### config.mk
export PLATFORM = sky130hd
export DESIGN_NAME = wb_bus_arbiter_flat
export DESIGN_NICKNAME = d
export VERILOG_FILES = /design/src/rtl/wb_bus_arbiter_pkg.sv /design/src/rtl/wishbone_if.sv /design/src/rtl/wb_bus_arbiter_req_latch.sv /design/src/rtl/wb_bus_arbiter.sv /design/src/flat_wrapper.sv
export SDC_FILE = /design/constraint.sdc
export NUM_CORES = 1
export LEC_CHECK = 0
export ABC_AREA = 1
export CAP_MARGIN = 20
export CORE_UTILIZATION = 50
export DETAILED_ROUTE_END_ITERATION = 8
export GPL_TIMING_DRIVEN = 0
export PLACE_DENSITY = 0.85
export SETUP_SLACK_MARGIN = 0.02
export SLEW_MARGIN = 0
export SYNTH_ARGS = -nofsm -noshare
export SYNTH_HDL_FRONTEND = slang
export SYNTH_SLANG_ARGS = --single-unit
### constraint.sdc
create_clock -name clk -period 4.92 [get_ports clk]
set_clock_uncertainty 0.1 [all_clocks]
set_input_delay 1.23 -clock clk [delete_from_list [all_inputs] [get_ports clk]]
set_output_delay 1.23 -clock clk [all_outputs]
set_load 0.02 [all_outputs]
### src/rtl/wb_bus_arbiter_pkg.sv
`default_nettype none
// ============================================================================
// Module      : wb_bus_arbiter_pkg
// Description : Shared types for the copperv Wishbone arbiter: arbiter state
//               encoding, upstream port identifiers and a helper that sizes
//               the timeout counter.
// Ports       : none (package)
// Revision    : 1.0 - initial release
// ============================================================================
package wb_bus_arbiter_pkg;

   typedef enum logic [1:0] {
      ARB_IDLE = 2'd0,
      ARB_BUS  = 2'd1,
      ARB_RESP = 2'd2
   } arb_state_e;

   typedef enum logic {
      arb_port_inst = 1'b0,
      arb_port_data = 1'b1
   } arb_port_e;

   // Width of a counter that must hold 0..cycles. A disabled timeout
   // (cycles == 0) still gets a 1-bit counter so no zero-width vector exists.
   function automatic int tmo_cnt_width(input int cycles);
      return (cycles > 0) ? $clog2(cycles + 1) : 1;
   endfunction

endpackage
`default_nettype wire

### src/rtl/wishbone_if.sv
`default_nettype none
// ============================================================================
// Module      : wishbone_if
// Description : Classic Wishbone bundle shared by the core ports and the
//               system memory bus.
// Ports       : master drives cyc/stb/we/adr/sel/datwr, slave drives
//               ack/datrd.
// Revision    : 1.0 - initial release
// ============================================================================
interface wishbone_if #(
   parameter int addr_width = 32,
   parameter int data_width = 32
);
   logic                    cyc;
   logic                    stb;
   logic                    we;
   logic [addr_width-1:0]   adr;
   logic [data_width/8-1:0] sel;
   logic [data_width-1:0]   datwr;
   logic [data_width-1:0]   datrd;
   logic                    ack;

   modport master (output cyc, stb, we, adr, sel, datwr, input  ack, datrd);
   modport slave  (input  cyc, stb, we, adr, sel, datwr, output ack, datrd);
endinterface
`default_nettype wire

### src/rtl/wb_bus_arbiter_req_latch.sv
`default_nettype none
// ============================================================================
// Module      : wb_req_latch
// Description : Captures one single-cycle upstream request and holds it until
//               the arbiter has answered it.
// Ports       : clk, rst          - clock, synchronous active-high reset
//               i_stb, i_adr, i_we, i_sel, i_datwr - request pulse and fields
//               i_clear           - response cycle for this port
//               o_pending, o_adr, o_we, o_sel, o_datwr - held request
//               o_overrun         - pulse: request dropped because one is held
// Revision    : 1.0 - initial release
// ============================================================================
module wb_req_latch #(
   parameter int addr_width = 32,
   parameter int data_width = 32
) (
   input  logic                    clk,
   input  logic                    rst,
   input  logic                    i_stb,
   input  logic [addr_width-1:0]   i_adr,
   input  logic                    i_we,
   input  logic [data_width/8-1:0] i_sel,
   input  logic [data_width-1:0]   i_datwr,
   input  logic                    i_clear,
   output logic                    o_pending,
   output logic [addr_width-1:0]   o_adr,
   output logic                    o_we,
   output logic [data_width/8-1:0] o_sel,
   output logic [data_width-1:0]   o_datwr,
   output logic                    o_overrun
);
   logic                    r_pending;
   logic [addr_width-1:0]   r_adr;
   logic                    r_we;
   logic [data_width/8-1:0] r_sel;
   logic [data_width-1:0]   r_datwr;
   logic                    w_accept;

   // A request landing in the response cycle is taken: set wins over clear.
   assign w_accept  = i_stb && (!r_pending || i_clear);
   assign o_overrun = i_stb && r_pending && !i_clear;

   always_ff @(posedge clk) begin
      if (rst) begin
         r_pending <= 1'b0;
         r_adr     <= '0;
         r_we      <= 1'b0;
         r_sel     <= '0;
         r_datwr   <= '0;
      end else if (w_accept) begin
         r_pending <= 1'b1;
         r_adr     <= i_adr;
         r_we      <= i_we;
         r_sel     <= i_sel;
         r_datwr   <= i_datwr;
      end else if (i_clear) begin
         r_pending <= 1'b0;
      end
   end

   assign o_pending = r_pending;
   assign o_adr     = r_adr;
   assign o_we      = r_we;
   assign o_sel     = r_sel;
   assign o_datwr   = r_datwr;
endmodule
`default_nettype wire

### src/rtl/wb_bus_arbiter.sv
`default_nettype none
// ============================================================================
// Module      : wb_bus_arbiter
// Description : Two-into-one Wishbone arbiter. Latches single-cycle requests
//               from the core's instruction and data ports and replays them
//               one at a time as classic cycles on the memory bus, with
//               round-robin tie break and an optional bus timeout.
// Ports       : clk, rst     - clock, synchronous active-high reset
//               inst_if      - instruction port from the core (slave side)
//               data_if      - data port from the core (slave side)
//               mem_if       - downstream memory bus (master side)
//               timeout_err  - sticky, a downstream cycle was aborted
//               overrun_err  - sticky, a request hit an already busy port
// Revision    : 1.0 - initial release
// ============================================================================
module wb_bus_arbiter
   import wb_bus_arbiter_pkg::*;
#(
   parameter int                    addr_width     = 32,
   parameter int                    data_width     = 32,
   parameter int                    timeout_cycles = 255,
   parameter logic [data_width-1:0] timeout_data   = data_width'(32'hDEAD_BEEF)
) (
   input  logic       clk,
   input  logic       rst,
   wishbone_if.slave  inst_if,
   wishbone_if.slave  data_if,
   wishbone_if.master mem_if,
   output logic       timeout_err,
   output logic       overrun_err
);
   localparam int c_sel_w   = data_width / 8;
   localparam int c_tmo_w   = tmo_cnt_width(timeout_cycles);
   localparam bit c_tmo_en  = (timeout_cycles > 0);
   localparam logic [c_tmo_w-1:0] c_tmo_limit = c_tmo_w'(timeout_cycles);

   // Upstream cyc carries no information for single-pulse requests.
   logic w_unused_cyc;
   assign w_unused_cyc = inst_if.cyc ^ data_if.cyc;

   // ---------------------------------------------------------------- latches
   logic                  w_pend_inst, w_pend_data;
   logic                  w_clr_inst,  w_clr_data;
   logic                  w_ovr_inst,  w_ovr_data;
   logic [addr_width-1:0] w_adr_inst,  w_adr_data;
   logic                  w_we_inst,   w_we_data;
   logic [c_sel_w-1:0]    w_sel_inst,  w_sel_data;
   logic [data_width-1:0] w_dat_inst,  w_dat_data;

   wb_req_latch #(.addr_width(addr_width), .data_width(data_width)) u_inst_latch (
      .clk(clk), .rst(rst),
      .i_stb(inst_if.stb), .i_adr(inst_if.adr), .i_we(inst_if.we),
      .i_sel(inst_if.sel), .i_datwr(inst_if.datwr), .i_clear(w_clr_inst),
      .o_pending(w_pend_inst), .o_adr(w_adr_inst), .o_we(w_we_inst),
      .o_sel(w_sel_inst), .o_datwr(w_dat_inst), .o_overrun(w_ovr_inst)
   );

   wb_req_latch #(.addr_width(addr_width), .data_width(data_width)) u_data_latch (
      .clk(clk), .rst(rst),
      .i_stb(data_if.stb), .i_adr(data_if.adr), .i_we(data_if.we),
      .i_sel(data_if.sel), .i_datwr(data_if.datwr), .i_clear(w_clr_data),
      .o_pending(w_pend_data), .o_adr(w_adr_data), .o_we(w_we_data),
      .o_sel(w_sel_data), .o_datwr(w_dat_data), .o_overrun(w_ovr_data)
   );

   // ------------------------------------------------------------------ state
   arb_state_e            r_state, w_state_next;
   arb_port_e             r_grant, r_last_grant, w_grant_sel;
   logic [c_tmo_w-1:0]    r_tmo_cnt, w_cnt_inc;
   logic                  w_load, w_to_resp, w_expire;

   logic                  r_mem_cyc, r_mem_stb, r_mem_we;
   logic [addr_width-1:0] r_mem_adr;
   logic [c_sel_w-1:0]    r_mem_sel;
   logic [data_width-1:0] r_mem_datwr;
   logic                  r_ack_inst, r_ack_data;
   logic [data_width-1:0] r_resp_dat;
   logic                  r_timeout_err, r_overrun_err;

   assign w_cnt_inc = r_tmo_cnt + c_tmo_w'(1);

   always_ff @(posedge clk) begin
      if (rst) r_state <= ARB_IDLE;
      else     r_state <= w_state_next;
   end

   always_comb begin
      w_state_next = r_state;
      w_grant_sel  = arb_port_inst;
      w_load       = 1'b0;
      w_to_resp    = 1'b0;
      w_expire     = 1'b0;
      case (r_state)
         ARB_IDLE: begin
            if (w_pend_inst && w_pend_data) begin
               // Tie: alternate away from whoever was served last.
               w_grant_sel = (r_last_grant == arb_port_inst) ? arb_port_data : arb_port_inst;
            end else if (w_pend_data) begin
               w_grant_sel = arb_port_data;
            end
            if (w_pend_inst || w_pend_data) begin
               w_load       = 1'b1;
               w_state_next = ARB_BUS;
            end
         end
         ARB_BUS: begin
            // A slave ack on the expiry cycle still counts as a normal finish.
            if (mem_if.ack) begin
               w_to_resp    = 1'b1;
               w_state_next = ARB_RESP;
            end else if (c_tmo_en && (w_cnt_inc == c_tmo_limit)) begin
               w_to_resp    = 1'b1;
               w_expire     = 1'b1;
               w_state_next = ARB_RESP;
            end
         end
         ARB_RESP: w_state_next = ARB_IDLE;
         default:  w_state_next = ARB_IDLE;
      endcase
   end

   assign w_clr_inst = (r_state == ARB_RESP) && (r_grant == arb_port_inst);
   assign w_clr_data = (r_state == ARB_RESP) && (r_grant == arb_port_data);

   // --------------------------------------------------------------- datapath
   always_ff @(posedge clk) begin
      if (rst) begin
         r_grant       <= arb_port_inst;
         r_last_grant  <= arb_port_inst;
         r_tmo_cnt     <= '0;
         r_mem_cyc     <= 1'b0;
         r_mem_stb     <= 1'b0;
         r_mem_we      <= 1'b0;
         r_mem_adr     <= '0;
         r_mem_sel     <= '0;
         r_mem_datwr   <= '0;
         r_ack_inst    <= 1'b0;
         r_ack_data    <= 1'b0;
         r_resp_dat    <= '0;
         r_timeout_err <= 1'b0;
         r_overrun_err <= 1'b0;
      end else begin
         if (w_load) begin
            r_grant     <= w_grant_sel;
            r_tmo_cnt   <= '0;
            r_mem_cyc   <= 1'b1;
            r_mem_stb   <= 1'b1;
            r_mem_we    <= (w_grant_sel == arb_port_data) ? w_we_data  : w_we_inst;
            r_mem_adr   <= (w_grant_sel == arb_port_data) ? w_adr_data : w_adr_inst;
            r_mem_sel   <= (w_grant_sel == arb_port_data) ? w_sel_data : w_sel_inst;
            r_mem_datwr <= (w_grant_sel == arb_port_data) ? w_dat_data : w_dat_inst;
         end else if ((r_state == ARB_BUS) && !w_to_resp && (r_tmo_cnt != '1)) begin
            // Saturating so a disabled timeout never wraps.
            r_tmo_cnt <= w_cnt_inc;
         end

         if (w_to_resp) begin
            r_mem_cyc  <= 1'b0;
            r_mem_stb  <= 1'b0;
            r_resp_dat <= (w_expire && !r_mem_we) ? timeout_data : mem_if.datrd;
         end

         r_ack_inst <= w_to_resp && (r_grant == arb_port_inst);
         r_ack_data <= w_to_resp && (r_grant == arb_port_data);

         if (r_state == ARB_RESP) r_last_grant  <= r_grant;
         if (w_expire)            r_timeout_err <= 1'b1;
         if (w_ovr_inst || w_ovr_data) r_overrun_err <= 1'b1;
      end
   end

   // ---------------------------------------------------------------- outputs
   assign mem_if.cyc   = r_mem_cyc;
   assign mem_if.stb   = r_mem_stb;
   assign mem_if.we    = r_mem_we;
   assign mem_if.adr   = r_mem_adr;
   assign mem_if.sel   = r_mem_sel;
   assign mem_if.datwr = r_mem_datwr;

   assign inst_if.ack   = r_ack_inst;
   assign inst_if.datrd = r_resp_dat;
   assign data_if.ack   = r_ack_data;
   assign data_if.datrd = r_resp_dat;

   assign timeout_err = r_timeout_err;
   assign overrun_err = r_overrun_err;
endmodule
`default_nettype wire

### src/flat_wrapper.sv
// flat-port wrapper written by rule: the top's interface ports become plain ports
module wb_bus_arbiter_flat import wb_bus_arbiter_pkg::*;
#(
   parameter int                    addr_width     = 32,
   parameter int                    data_width     = 32,
   parameter int                    timeout_cycles = 255,
   parameter logic [data_width-1:0] timeout_data   = data_width'(32'hDEAD_BEEF)
)
  (clk, rst, timeout_err, overrun_err, inst_if_cyc, inst_if_stb, inst_if_we, inst_if_adr, inst_if_sel, inst_if_datwr, inst_if_ack, inst_if_datrd, data_if_cyc, data_if_stb, data_if_we, data_if_adr, data_if_sel, data_if_datwr, data_if_ack, data_if_datrd, mem_if_cyc, mem_if_stb, mem_if_we, mem_if_adr, mem_if_sel, mem_if_datwr, mem_if_ack, mem_if_datrd);
  wishbone_if #(.addr_width(addr_width), .data_width(data_width)) inst_if_i ();
  wishbone_if #(.addr_width(addr_width), .data_width(data_width)) data_if_i ();
  wishbone_if #(.addr_width(addr_width), .data_width(data_width)) mem_if_i ();
  input  logic clk;
  input  logic rst;
  output logic timeout_err;
  output logic overrun_err;
  input wire logic [$bits(inst_if_i.cyc)-1:0] inst_if_cyc;
  input wire logic [$bits(inst_if_i.stb)-1:0] inst_if_stb;
  input wire logic [$bits(inst_if_i.we)-1:0] inst_if_we;
  input wire logic [$bits(inst_if_i.adr)-1:0] inst_if_adr;
  input wire logic [$bits(inst_if_i.sel)-1:0] inst_if_sel;
  input wire logic [$bits(inst_if_i.datwr)-1:0] inst_if_datwr;
  output wire logic [$bits(inst_if_i.ack)-1:0] inst_if_ack;
  output wire logic [$bits(inst_if_i.datrd)-1:0] inst_if_datrd;
  input wire logic [$bits(data_if_i.cyc)-1:0] data_if_cyc;
  input wire logic [$bits(data_if_i.stb)-1:0] data_if_stb;
  input wire logic [$bits(data_if_i.we)-1:0] data_if_we;
  input wire logic [$bits(data_if_i.adr)-1:0] data_if_adr;
  input wire logic [$bits(data_if_i.sel)-1:0] data_if_sel;
  input wire logic [$bits(data_if_i.datwr)-1:0] data_if_datwr;
  output wire logic [$bits(data_if_i.ack)-1:0] data_if_ack;
  output wire logic [$bits(data_if_i.datrd)-1:0] data_if_datrd;
  output wire logic [$bits(mem_if_i.cyc)-1:0] mem_if_cyc;
  output wire logic [$bits(mem_if_i.stb)-1:0] mem_if_stb;
  output wire logic [$bits(mem_if_i.we)-1:0] mem_if_we;
  output wire logic [$bits(mem_if_i.adr)-1:0] mem_if_adr;
  output wire logic [$bits(mem_if_i.sel)-1:0] mem_if_sel;
  output wire logic [$bits(mem_if_i.datwr)-1:0] mem_if_datwr;
  input wire logic [$bits(mem_if_i.ack)-1:0] mem_if_ack;
  input wire logic [$bits(mem_if_i.datrd)-1:0] mem_if_datrd;
  assign inst_if_i.cyc = inst_if_cyc;
  assign inst_if_i.stb = inst_if_stb;
  assign inst_if_i.we = inst_if_we;
  assign inst_if_i.adr = inst_if_adr;
  assign inst_if_i.sel = inst_if_sel;
  assign inst_if_i.datwr = inst_if_datwr;
  assign inst_if_ack = inst_if_i.ack;
  assign inst_if_datrd = inst_if_i.datrd;
  assign data_if_i.cyc = data_if_cyc;
  assign data_if_i.stb = data_if_stb;
  assign data_if_i.we = data_if_we;
  assign data_if_i.adr = data_if_adr;
  assign data_if_i.sel = data_if_sel;
  assign data_if_i.datwr = data_if_datwr;
  assign data_if_ack = data_if_i.ack;
  assign data_if_datrd = data_if_i.datrd;
  assign mem_if_cyc = mem_if_i.cyc;
  assign mem_if_stb = mem_if_i.stb;
  assign mem_if_we = mem_if_i.we;
  assign mem_if_adr = mem_if_i.adr;
  assign mem_if_sel = mem_if_i.sel;
  assign mem_if_datwr = mem_if_i.datwr;
  assign mem_if_i.ack = mem_if_ack;
  assign mem_if_i.datrd = mem_if_datrd;
  wb_bus_arbiter #(.addr_width(addr_width), .data_width(data_width), .timeout_cycles(timeout_cycles), .timeout_data(timeout_data)) u_core (.clk(clk), .rst(rst), .inst_if(inst_if_i), .data_if(data_if_i), .mem_if(mem_if_i), .timeout_err(timeout_err), .overrun_err(overrun_err));
endmodule
# ---- Word level (Yosys, flattened, before mapping)
# Cells that the tools add are included.
dict set report word_totals {
  register_bits 258
  output_inout_bits 139
  wordCells 86
}
dict set report classes {
  add_sub_neg 1
  n_eq_ne 6
  muxes 24
  bitwise_logic 1
  n_reduce_logical 30
}
# cell count
set ops {}
lappend ops {{$mux W32} 3}
lappend ops {{$mux W1} 16}
lappend ops {{$logic_and A1 B1 Y1} 14}
lappend ops {{$add A8 B1 Y8 const B} 1}
lappend ops {{$eq A8 B8 Y1 const B} 1}
lappend ops {{$ne A8 B8 Y1 const B} 1}
lappend ops {{$logic_not A1 Y1} 6}
lappend ops {{$mux W2} 3}
lappend ops {{$logic_or A1 B1 Y1} 4}
lappend ops {{$mux W4} 1}
lappend ops {{$pmux W2 S2} 1}
lappend ops {{$reduce_bool A2 Y1} 2}
lappend ops {{$reduce_or A2 Y1} 2}
lappend ops {{$ne A3 B2 Y1 const B} 1}
lappend ops {{$eq A2 B1 Y1 const B} 1}
lappend ops {{$eq A2 B2 Y1 const B} 1}
lappend ops {{$logic_not A2 Y1} 1}
lappend ops {{$ne A2 B1 Y1 const B} 1}
lappend ops {{$reduce_and A2 Y1} 1}
lappend ops {{$not A1 Y1} 1}

# ---- Logic depth before layout (Yosys ltp)
dict set report logic_depth {
  depth_word 8
  mapped_depth 14
  mapped_depth_nobuf 13
}

# ---- Cells and area by module
# Synthesis repeated with hierarchy kept, for this count alone.
dict set report hier_totals {
  cells_unflattened 1667
  hier_area_um2 11649.9
}
# module instances cells_per_inst area_each_um2
set by_module_without_submodules {}
lappend by_module_without_submodules {wb_req_latch 2 458 3120.5}
lappend by_module_without_submodules {wb_bus_arbiter 1 751 5408.9}

# ---- Least setup slack after synthesis
# No wires, ideal clock.
dict set report synth_timing {
  kind {input to register}
  start {input rst}
  end {register u_core.r_resp_dat[10], in the netlist u_core.data_if.datrd[10]}
  t_arrival_ps 2208
  required_time_ps 4707
  path_slack_ps 2499
  stages 6
  path_buffers 3
  cell_sequence {clkbuf_1 > inv_1 > clkbuf_1 > clkbuf_1 > nand3_1 > nand2_1}
}
# item line_no
set synth_rtl {}
lappend synth_rtl {{start, declared} flat_wrapper.sv:14} ;# input logic rst;
lappend synth_rtl {{end signal, assigned} wb_bus_arbiter.sv:160} ;# r_resp_dat <= (w_expire && !r_mem_we) ? timeout_data : mem_if.datrd;
lappend synth_rtl {{end, declared} wb_bus_arbiter.sv:77} ;# logic [data_width-1:0] r_resp_dat;

# ---- Final worst setup path
dict set report layout_timing {
  start {register u_core.r_resp_dat[5], in the netlist u_core.data_if.datrd[5]}
  end {output inst_if_datrd[5]}
}
# item line_no
set layout_rtl {}
lappend layout_rtl {{end, declared} flat_wrapper.sv:24} ;# output wire logic [$bits(inst_if_i.datrd)-1:0] inst_if_datrd;
# No word-level cell between the ends.

==> metrics.txt <==
status=completed; Gate Count Post-Synth=1358; Net Count, Synth=~1500; first-pass GRT wire length=50000 um; Slew @ Worst Pin=0.904 ns; area of the core=between 0.015 and 0.02 sq mm; Num Clock Sinks=258; initial antenna violation count=0; Worst IR Drop VDD=between 0.0002 and 0.0003 V; # diodes=0; TNS Setup=0 ns; # fillers=1584; DR WL/cell=16.6 um; total of max-cap violations=0; DRC violations left=0; CP Buf/Inv Count=2; Area Growth Syn to Fin=42.7%; Mapped Area=0.0101 sq mm; CTS tree=yes; fin nets=1877; max incr delay on CP=approximately 0.6 ns; Critical Path End Type=output pin; Post-CTS Hold Fix Bufs=0; Site Rows=51; gpl congestion=between 0.8 and 0.9; die area=0.0209 sq mm; Via density=5.26; port bufs=~310; initial core utilization=about half; flops & latches, synth=258; DR pass1 iterations=6; final core utilization=73.7%; Crit Path Max Fanout=3; Tcrit/Tclk final=slightly above 60%; Syn Area/Cell=7.47 sq um; clock latency on the worst-skew pair=around 0.53 ns; Max Clock Freq=334 MHz; drt initial violations=693; die width=144 um; total number of vias=10400; Resized cells post-CTS=0; Slowest-stage cell, CP=clkdlybuf4s50_1; RSZ-0062 raised after global routing=no; library cells used by synthesis=28; post-route antenna net violation count=0; hpwl dp=24000 um; GRT Util Overall=30.9%; CP Launch Type=flop; post-CTS setup repair buffer count=0; Num CTS Buffers=26; commonest non-fill, non-tap cell in the layout=clkdlybuf4s50_1; worst-path cell chain=buf_4 -> clkdlybuf4s50_1; Period minus WS final=3.00 ns; Clock Path Buffers=3; hold crit path type=reg2reg; Die Ht=144 um; Final Hold Viols=0; power density cells=366 mW/mm^2; number of global-route vias before repair=9947; Slew HR=39.5%; root buf cell=clkbuf_16; CTS H-tree depth=1; num ports=between 300 and 400; most frequent cells in the layout=clkdlybuf4s50_1, o21ai_0, dfxtp_1; Yosys warnings=0; Pleak=5.82 nW; family with the most delay on the worst path=buffers and inverters; largest net degree at the start of global routing=15; Slew Limit Fails=0; grt total ovfl=0; Total Wirelength=32800 um; fraction of layout instances using a drive strength above 1=5.66%; Final Setup Violations=0; Clock transition at path regs=about 0.06 ns; register area share after synthesis=50.9%; CP Data Required Time=between 3 and 4 ns; data arrival time of the worst path=around 1.7 ns; critical path class=reg2out
-- sequential cells by signal, summed over array words and instances, names as in the netlist, 2 cells and up --
register	cells
u_core.mem_if.adr	32
u_core.u_inst_latch.o_sel	4
u_core.u_inst_latch.o_datwr	32
u_core.r_state	2
u_core.data_if.datrd	32
u_core.u_data_latch.o_datwr	32
u_core.u_inst_latch.o_adr	32
u_core.u_data_latch.o_sel	4
u_core.mem_if.datwr	32
u_core.mem_if.sel	4
u_core.u_data_latch.o_adr	32
u_core.r_tmo_cnt	8
-- where the power goes --
| part | switching (mW) | leakage [nW] | total (mW) | internal [mW] |
|---|---|---|---|---|
| clock network | 0.821 | 0.427 | 2.05 | 1.23 |
| registers | 0.0844 | 2.12 | 2.34 | 2.25 |
| logic | 0.502 | 3.27 | 0.904 | 0.401 |
-- worst min-delay path, cell delays in order, from the launching register on --
cell and delay [ns]:
dfxtp_1 0.30, inv_1 0.06, a21oi_1 0.05
-- through the flow --
step | power, mW | setup slack (ns) | std cells | hold slack, ns | cell area, sq um
finish | 5.29 | 1.92 | 1980 | 0.353 | 14500
global route | 5.48 | 1.82 | 1980 | 0.366 | 14500
CTS | 5.30 | 1.92 | 1980 | 0.354 | 14500
detailed placement | 3.27 | 1.45 | 1935 | 0.344 | 13600
global placement | 3.24 | 1.48 | 1935 | 0.338 | 13600
floorplan | 2.82 | 2.50 | 1358 | 0.326 | 10100
-- layer usage --
layer | share of wire, % | wire length (um) | up-vias | GRT usage (%)
li1 | - | - | 5057 | -
met1 | 39 | 12900 | 4835 | 36.8
met2 | 49 | 16000 | 442 | 53.5
met3 | 8.0 | 2620 | 88 | 6.66
met4 | 3.8 | 1240 | 0 | 13.3
met5 | 0 | 0 | - | 0
-- synth_stat cells (all sizes together) --
cell type    n  area, sq um
clkbuf      74          278
o31ai        3         22.5
nand4        9         56.3
nand2      196          746
nor2       174          677
o32ai        1         8.76
ha           2         25.0
xnor2        1         8.76
o21bai       2         15.0
buf         52          357
dfxtp      258         5160
nand3       41          210
nor3         2         10.0
o21ai      273         1370
o22ai        2         12.5
clkinv       1         3.75
a21oi      144          721
inv        123          462
-- logic make-up (layout without fill, tap and decap cells) --
| family | Yosys count | after routing | synth area share [%] |
|---|---|---|---|
| compound gates | 425 | 425 | 21.2 |
| xor+xnor | 1 | 1 | 0.0864 |
| fa+ha+maj | 2 | 2 | 0.247 |
| buf+inv | 250 | 607 | 10.8 |
| flops | 258 | 258 | 50.9 |
| simple gates | 422 | 422 | 16.8 |
-- final timing paths --
path                                                       from                              end  slack [ns]  depth (start not counted)
worst max-delay path                    u_core.data_if.datrd[5]                 inst_if_datrd[5]        1.92                          2
worst min-delay path            u_core.u_inst_latch.o_datwr[21]  u_core.u_inst_latch.o_datwr[21]        0.35                          2
worst max register to register                u_core.r_state[1]          u_core.mem_if.datwr[28]        2.30                          7
worst min register to register  u_core.u_inst_latch.o_datwr[21]  u_core.u_inst_latch.o_datwr[21]        0.35                          2
-- layout make-up --
class                      instances  area [sq um]  share of cell area (%)
timing repair buffer             312          3120                    21.6
inverter                         124           465                    3.22
clock inverter                     6           108                   0.743
clock buffer                      39           771                    5.32
sequential                       258          5160                    35.7
multi-input combinational        850          3880                    26.8
buffer                           126           634                    4.38
tap                              265           332                    2.29
(Power assumes the default switching activity.)
